<file path="config.mk">
export PLATFORM = sky130hd
export DESIGN_NAME = alu_seq_consumer
export DESIGN_NICKNAME = d
export VERILOG_FILES = /design/src/rtl/alu_seq_consumer.sv
export SDC_FILE = /design/constraint.sdc
export NUM_CORES = 1
export LEC_CHECK = 0
export BUFFER_PORTS_ARGS = -buffer_cell sky130_fd_sc_hd__buf_2
export CORE_ASPECT_RATIO = 0.9
export CORE_MARGIN = 4
export CORE_UTILIZATION = 43
export CTS_BUF_LIST = sky130_fd_sc_hd__clkbuf_8
export DETAILED_ROUTE_END_ITERATION = 16
export PLACE_DENSITY = 0.63
export SYNTH_ARGS = -nofsm -noshare
export SYNTH_HDL_FRONTEND = slang
export SYNTH_SLANG_ARGS = --single-unit
</file>
<file path="constraint.sdc">
create_clock -name clk_50HZ -period 2.7 [get_ports clk_50HZ]
set_clock_uncertainty 0.1 [all_clocks]
set_input_delay 0.405 -clock clk_50HZ [delete_from_list [all_inputs] [get_ports clk_50HZ]]
set_output_delay 0.405 -clock clk_50HZ [all_outputs]
set_load 0.005 [all_outputs]
</file>
<file path="src/rtl/alu_seq_consumer.sv">
// Consumer side of the keypad operand handshake: samples a/b on a start_alu
// rising edge and runs add/sub in one cycle, or mul/div as W-step datapaths.
module alu_seq_consumer #(
    parameter int W = 4
) (
    input  logic           clk_50HZ,
    input  logic           rst,
    input  logic [W-1:0]   a,
    input  logic [W-1:0]   b,
    input  logic [1:0]     op,
    input  logic           start_alu,
    output logic [2*W-1:0] result,
    output logic [W-1:0]   remainder,
    output logic           busy,
    output logic           done,
    output logic           err,
    output logic [3:0]     alu_current_state
);

    localparam int CW = (W > 1) ? $clog2(W) : 1;

    typedef enum logic [3:0] {
        IDLE = 4'b0001,
        LOAD = 4'b0010,
        CALC = 4'b0100,
        DONE = 4'b1000
    } state_t;

    state_t state, state_nx;

    logic           start_d;
    logic [W-1:0]   a_r, b_r;
    logic [1:0]     op_r;
    logic [CW-1:0]  cnt;
    logic [2*W-1:0] acc, mcand, acc_nx;
    logic [W-1:0]   mplier;
    logic [W-1:0]   quo, dvd, rem_r;
    logic [W:0]     trial;
    logic [W-1:0]   diff, rem_nx, quo_nx;
    logic           qbit, last, div0, start;

    assign start = start_alu & ~start_d;
    assign last  = (cnt == CW'(W - 1));
    assign div0  = (op_r == 2'b11) && (b_r == '0);

    // One shift-add step and one restoring-division step per CALC cycle
    always_comb begin
        acc_nx = acc + (mplier[0] ? mcand : '0);
        trial  = {rem_r, dvd[W-1]};
        qbit   = (trial >= {1'b0, b_r});
        diff   = trial[W-1:0] - b_r;
        rem_nx = qbit ? diff : trial[W-1:0];
        quo_nx = {quo[W-2:0], qbit};
    end

    always_comb begin
        state_nx = state;
        unique case (state)
            IDLE:    if (start) state_nx = LOAD;
            LOAD:    state_nx = div0 ? DONE : CALC;
            CALC:    if (!op_r[1] || last) state_nx = DONE;
            DONE:    if (!start_alu) state_nx = IDLE;
            default: state_nx = IDLE;
        endcase
    end

    always_ff @(posedge clk_50HZ) begin
        if (!rst) begin
            state     <= IDLE;
            start_d   <= 1'b1;
            result    <= '0;
            remainder <= '0;
            err       <= 1'b0;
            a_r       <= '0;
            b_r       <= '0;
            op_r      <= '0;
            cnt       <= '0;
            acc       <= '0;
            mcand     <= '0;
            mplier    <= '0;
            quo       <= '0;
            dvd       <= '0;
            rem_r     <= '0;
        end else begin
            state   <= state_nx;
            start_d <= start_alu;
            unique case (state)
                IDLE: begin
                    if (start) begin
                        a_r  <= a;
                        b_r  <= b;
                        op_r <= op;
                    end
                end
                LOAD: begin
                    err    <= 1'b0;
                    cnt    <= '0;
                    acc    <= '0;
                    mcand  <= {{W{1'b0}}, a_r};
                    mplier <= b_r;
                    quo    <= '0;
                    dvd    <= a_r;
                    rem_r  <= '0;
                    if (div0) begin
                        err       <= 1'b1;
                        result    <= '1;
                        remainder <= a_r;
                    end
                end
                CALC: begin
                    cnt    <= cnt + CW'(1);
                    acc    <= acc_nx;
                    mcand  <= mcand << 1;
                    mplier <= mplier >> 1;
                    quo    <= quo_nx;
                    dvd    <= dvd << 1;
                    rem_r  <= rem_nx;
                    // Outputs change only on the exiting cycle
                    unique case (op_r)
                        2'b00: begin
                            result    <= {{W{1'b0}}, a_r} + {{W{1'b0}}, b_r};
                            remainder <= '0;
                        end
                        2'b01: begin
                            result    <= {{W{1'b0}}, a_r} - {{W{1'b0}}, b_r};
                            remainder <= '0;
                        end
                        2'b10: begin
                            if (last) begin
                                result    <= acc_nx;
                                remainder <= '0;
                            end
                        end
                        default: begin
                            if (last) begin
                                result    <= {{W{1'b0}}, quo_nx};
                                remainder <= rem_nx;
                            end
                        end
                    endcase
                end
                default: ;
            endcase
        end
    end

    assign busy              = (state == LOAD) || (state == CALC);
    assign done              = (state == DONE);
    assign alu_current_state = state;

endmodule

</file>
# After elaboration in Yosys (flattened, before gate mapping)
# Index checks and enable logic that the tools add are counted.
[classes] magnitude_cmp=1 addsub=5 mux=25 mul=0 reduce_logical=12 shifts=0 n_bitwise=2 n_eq_ne=15 n_div=0
[ops] operator="8-bit one-hot mux with 2 select lines" n=3
[ops] operator="4-bit one-hot mux with 2 select lines" n=5
[ops] operator="4-bit 2-to-1 mux" n=8
[ops] operator="8-bit 2-to-1 mux" n=4
[ops] operator="8-bit one-hot mux with 3 select lines" n=1
[ops] operator="4-bit one-hot mux with 4 select lines" n=1
[ops] operator="8-bit adder" n=1
[ops] operator="2-bit inequality test (second input constant)" n=4
[ops] operator="4-bit AND reduction" n=2
[ops] operator="2-bit == test (second input constant)" n=3
[ops] operator="3-bit inequality test (second input constant)" n=2
[ops] operator="3-bit one-hot mux with 2 select lines" n=1
[ops] operator="4-bit by 4-bit adder with 5-bit output" n=1
[ops] operator="5-bit by 4-bit greater-or-equal comparator with 1-bit output" n=1
[ops] operator="4-bit by 4-bit subtractor with 5-bit output" n=1
[ops] operator="4-bit by 1-bit == test with 1-bit output (second input constant)" n=1
[ops] operator="4-bit by 2-bit == test with 1-bit output (second input constant)" n=1
[ops] operator="4-bit by 3-bit == test with 1-bit output (second input constant)" n=1
[ops] operator="4-bit == test (second input constant)" n=1
[ops] operator="4-bit zero test" n=1
[ops] operator="4-bit by 2-bit inequality test with 1-bit output (second input constant)" n=1
[ops] operator="2-bit one-hot mux with 2 select lines" n=1
[ops] operator="4-bit subtractor" n=1
[ops] operator="3-bit AND reduction" n=1
[ops] operator="other kinds (12)" n=13
[totals] memories=0 latch_bits=0 ff_bits=61 romBits=0 elab_cells=75 inputBits=13 mem_bits_rw=0

# Longest topological paths before layout
[logic_depth] depth_word=5 mapped_depth=10 mapped_depth_nobuf=10

# Least setup slack after synthesis
# Ideal clock, no wire load.
[synth_path] path_type="reg2reg" from="register mplier[0]" to="register result[7]" path_stages_with_launch=8 path_buffers=0 setup_ps=125 required_ps=2475 synth_period_minus_slack_ps=2301 arrival_time_ps=2075 setup_slack_ps=399 path_cell_list="dfxtp_1 > and2_1 > ha_1 > a211oi_1 > o21bai_1 > a211o_1 > and4b_1 > o41a_1"
[synth_between] elab_chain_cells=5
[synth_rtl] element="start: declaration" line="36" source="logic [W-1:0] mplier;"
[synth_rtl] element="start signal: assignment" line="100" source="mplier <= b_r;"
[synth_rtl] element="start signal: assignment" line="114" source="mplier <= mplier >> 1;"
[synth_rtl] element="8-bit 2-to-1 mux" line="48" source="acc_nx = acc + (mplier[0] ? mcand : '0);"
[synth_rtl] element="8-bit adder" line="48"
[synth_rtl] element="8-bit 2-to-1 mux" line="129" source="if (last) begin"
[synth_rtl] element="8-bit one-hot mux with 3 select lines" line="119" source="unique case (op_r)"
[synth_rtl] element="8-bit one-hot mux with 2 select lines" line="87" source="unique case (state)"
[synth_rtl] element="end signal: assignment" line="121" source="result <= {{W{1'b0}}, a_r} + {{W{1'b0}}, b_r};"
[synth_rtl] element="end signal: assignment" line="125" source="result <= {{W{1'b0}}, a_r} - {{W{1'b0}}, b_r};"
[synth_rtl] element="end signal: assignment" line="130" source="result <= acc_nx;"
[synth_rtl] element="end: declaration" line="12" source="output logic [2*W-1:0] result,"
# Every way passes these cells. The select of a mux whose other input is x is not followed.
# A chain may end at the register's enable or synchronous reset.

# Worst setup path in the final report
# Same ends and word-level chain as after synthesis.

==> flow_summary_export.csv <==
group,metric,value,unit
placed_design,place_congestion,0.8990,
final_layout,fin_nets,413,
run,maxCapViolCount,0,
grt,grt_overflow,0,
placed_design,post-place-ws,0.2007,ns
final_layout,final_cell_mix,"56 x dfxtp_1, 47 x nor2_1, 35 x nand2_1",
synth,synthArstFlopShare,0,%
worst_setup_path,cp_cell_sequence,"and2_1, ha_1, a211oi_1, o21bai_1, a211o_1, and4b_1, o41a_1",
timing,setup_viol,0,
worst_setup_path,crit_slowest_cell,"o41a_1",
synth,synthFlopType,"dfxtp_1",
clocking,clk_latency,0.34,ns
synth,yosys_warnings,0,
detailed_routing,vias,2559,
clocking,cts.hold.buffers_added,0,
grt,grt_pass1_vias,2437,
synth,syn-num-nets,376,
detailed_routing,wl_met1,3581,um
clocking,clockBufferDepth,2,
grt,track_usage,19.18,%
detailed_routing,route.final.wire_length,7417,um
synth,synth_seq_cells,57,
die,coreArea,6691,um2
worst_setup_path,cp_num_buf_inv,0,
die,io_pins,32,
outcome,status,"finished, final reports clean",
die,fp-row-count,28,
final_layout,syn_to_final_growth,17.24,%
detailed_routing,via_per_inst,5.433,
power_and_ir_drop,p_leak,1.563,nW
timing,tns,0,ns
detailed_routing,highest_layer,"met4",
timing,setup_ws,0.2566,ns
worst_setup_path,arrival,2.57,ns
detailed_routing,drc,0,
synth,post_synth_instance_area,3027,um2
detailed_routing,firstDrtPassIters,4,
power_and_ir_drop,worst_ir_drop_vdd,0.0002753,V
synth,syn_avg_cell_area,8.928,um2
die,initial_core_util,45.23,%
timing,slew_headroom,54.23,%
die,fp.dieArea,8447,um2
final_layout,finalInstanceArea,3548,um2
worst_setup_path,endpoint_kind,"register",
clocking,cts_sinks,57,
timing,hold_ws,0.1890,ns
detailed_routing,ant_nets,0,
power_and_ir_drop,power,1.938,mW
detailed_routing,wl_met2,3236,um
synth,synth_edf_count,0,
grt,grt_max_degree,38,
grt,grt_pass1_wl,12190,um
worst_setup_path,cp-start-kind,"register",
synth,yosysSeqAreaShare,37.70,%
timing,fmax,409.3,MHz
synth,syn_inst,339,
die,dieWidth,96.44,um
final_layout,drive_gt1_share,18.11,%
placed_design,placed_area,3303,um2
power_and_ir_drop,power_density,546.3,nW/um2
timing,period_minus_slack,2.443,ns
worst_setup_path,path_class,"register to register",
timing,tightest_slew,0.6845,ns
worst_setup_path,cp_max_fo,9,
worst_setup_path,path_delay_family,"compound AO/OA/AOI/OAI gates",
timing,finalHoldViolCount,0,
timing,rsz0062_at_grt,"false",
clocking,cts_tree,"done",
clocking,path_clk_slew,0.07,ns
grt,antenna_found_initial,0,
placed_design,port_buffers,31,
worst_hold_path,hold_class,"input port to register",
timing,slew_viol_final,0,
synth,ys_types,46,
final_layout,final_common_cell,"dfxtp_1",
detailed_routing,detail_route.wl_per_cell,15.75,um
placed_design,hpwl,5400,um
timing,period_share,90.49,%
die,fp.dieH,87.59,um
detailed_routing,drt-initial-drc-count,135,
clocking,post_cts_buffers,0,
clocking,cts_htree_levels,3,
worst_setup_path,crit_required,2.83,ns
clocking,cts_made_buffers,9,
final_layout,antenna_cells,0,
worst_setup_path,cpPeakStageDelay,0.40,ns
detailed_routing,met3WireLength,525,um
clocking,cts_root_buf,"clkbuf_8",
==> report_power, final <==
| group | total, mW | switching, mW | internal (mW) | leakage, nW |
|---|---|---|---|---|
| Combinational | 0.103 | 0.0581 | 0.0449 | 0.979 |
| Sequential | 0.859 | 0.0113 | 0.848 | 0.461 |
| Clock | 0.976 | 0.344 | 0.633 | 0.124 |
==> state kept, by name, indices dropped and copies added (netlist names) <==
name and cells:
op_r 2, quo 3, rem_r 4, mplier 4, cnt 2, remainder 4
result 8, mcand 8, acc 8, start_d 1, a_r 4, err 1
b_r 4, alu_current_state 4
==> cells in the mapped netlist, types with 3 or more instances <==
library cell | count | share of area [%]
nor2_1 | 47 | 5.8
a22oi_1 | 13 | 3.2
o21bai_1 | 3 | 0.74
mux2_2 | 3 | 1.1
xnor2_1 | 5 | 1.4
inv_1 | 12 | 1.5
mux2i_1 | 14 | 4.6
nand2_1 | 35 | 4.3
fa_1 | 4 | 2.6
a211oi_1 | 4 | 0.99
a311oi_1 | 6 | 1.7
xor2_1 | 4 | 1.2
a21o_1 | 4 | 0.99
nand2b_1 | 4 | 0.83
clkbuf_1 | 11 | 1.4
ha_1 | 20 | 8.3
o21a_1 | 6 | 1.5
o21ai_0 | 22 | 3.6
and2_1 | 7 | 1.4
nor3_1 | 6 | 0.99
a21oi_1 | 17 | 2.8
o221a_2 | 5 | 1.9
dfxtp_1 | 57 | 38
==> through the flow <==
step | cells | utilization, %
after global routing | 471 | 53.03
after floorplan | 339 | -
after global placement | 455 | 49.36
final | 471 | 53.03
after detailed placement | 455 | 49.36
after CTS | 471 | 53.01
==> per-layer routing <==
metal	up-vias	GRT usage, %
met5	-	0
met4	0	6.497
met3	7	5.584
met2	68	27.90
met1	1201	27.15
li1	1283	-
==> cell type report <==
cell class                      instances  area, um2
Tap cell                               90      112.6
Inverter                               13      48.80
Multi-Input combinational cell        255       1778
Sequential cell                        57       1142
Fill cell                             625       3143
Clock buffer                           10      137.6
Timing Repair Buffer                   40      222.7
Clock inverter                          6      106.4
==> path summary, 6_finish.rpt <==
check | start | end | slack [ns] | cells past startpoint
worst max register to register | mplier[0]$_SDFFE_PN0P_ | result[7]$_SDFFE_PN0P_ | 0.26 | 7
worst min register to register | err$_SDFFE_PN0P_ | err$_SDFFE_PN0P_ | 0.35 | 2
worst min-delay path | a[1] | a_r[1]$_SDFFE_PN0P_ | 0.19 | 3
worst max-delay path | mplier[0]$_SDFFE_PN0P_ | result[7]$_SDFFE_PN0P_ | 0.26 | 7
==> cells by family after synthesis <==
logic type,count (synthesis),share of synthesized area (%)
and+or+nand+nor,115,18.60
AOI/OAI and AO/OA,89,20.13
muxes,18,6.490
adders and majority gates,24,10.91
buffers and inverters,27,3.555
DFF,57,37.70
xor gates and xnor gates,9,2.604
==> worst reg2reg max path: stages, from the launching register on <==
cell and delay, ns:
dfxtp_2 0.39, and2_1 0.20, ha_1 0.26, a211oi_1 0.32
o21bai_1 0.15, a211o_1 0.33, and4b_1 0.18, o41a_1 0.40
==> timing repair <==
| action | in CTS | in global routing |
|---|---|---|
| endpoints found under the hold margin | 0 | 0 |
| gates resized for setup | 0 | 1 |
| endpoints found under the setup margin | 0 | 1 |
Power figures use the tool's default switching activity.
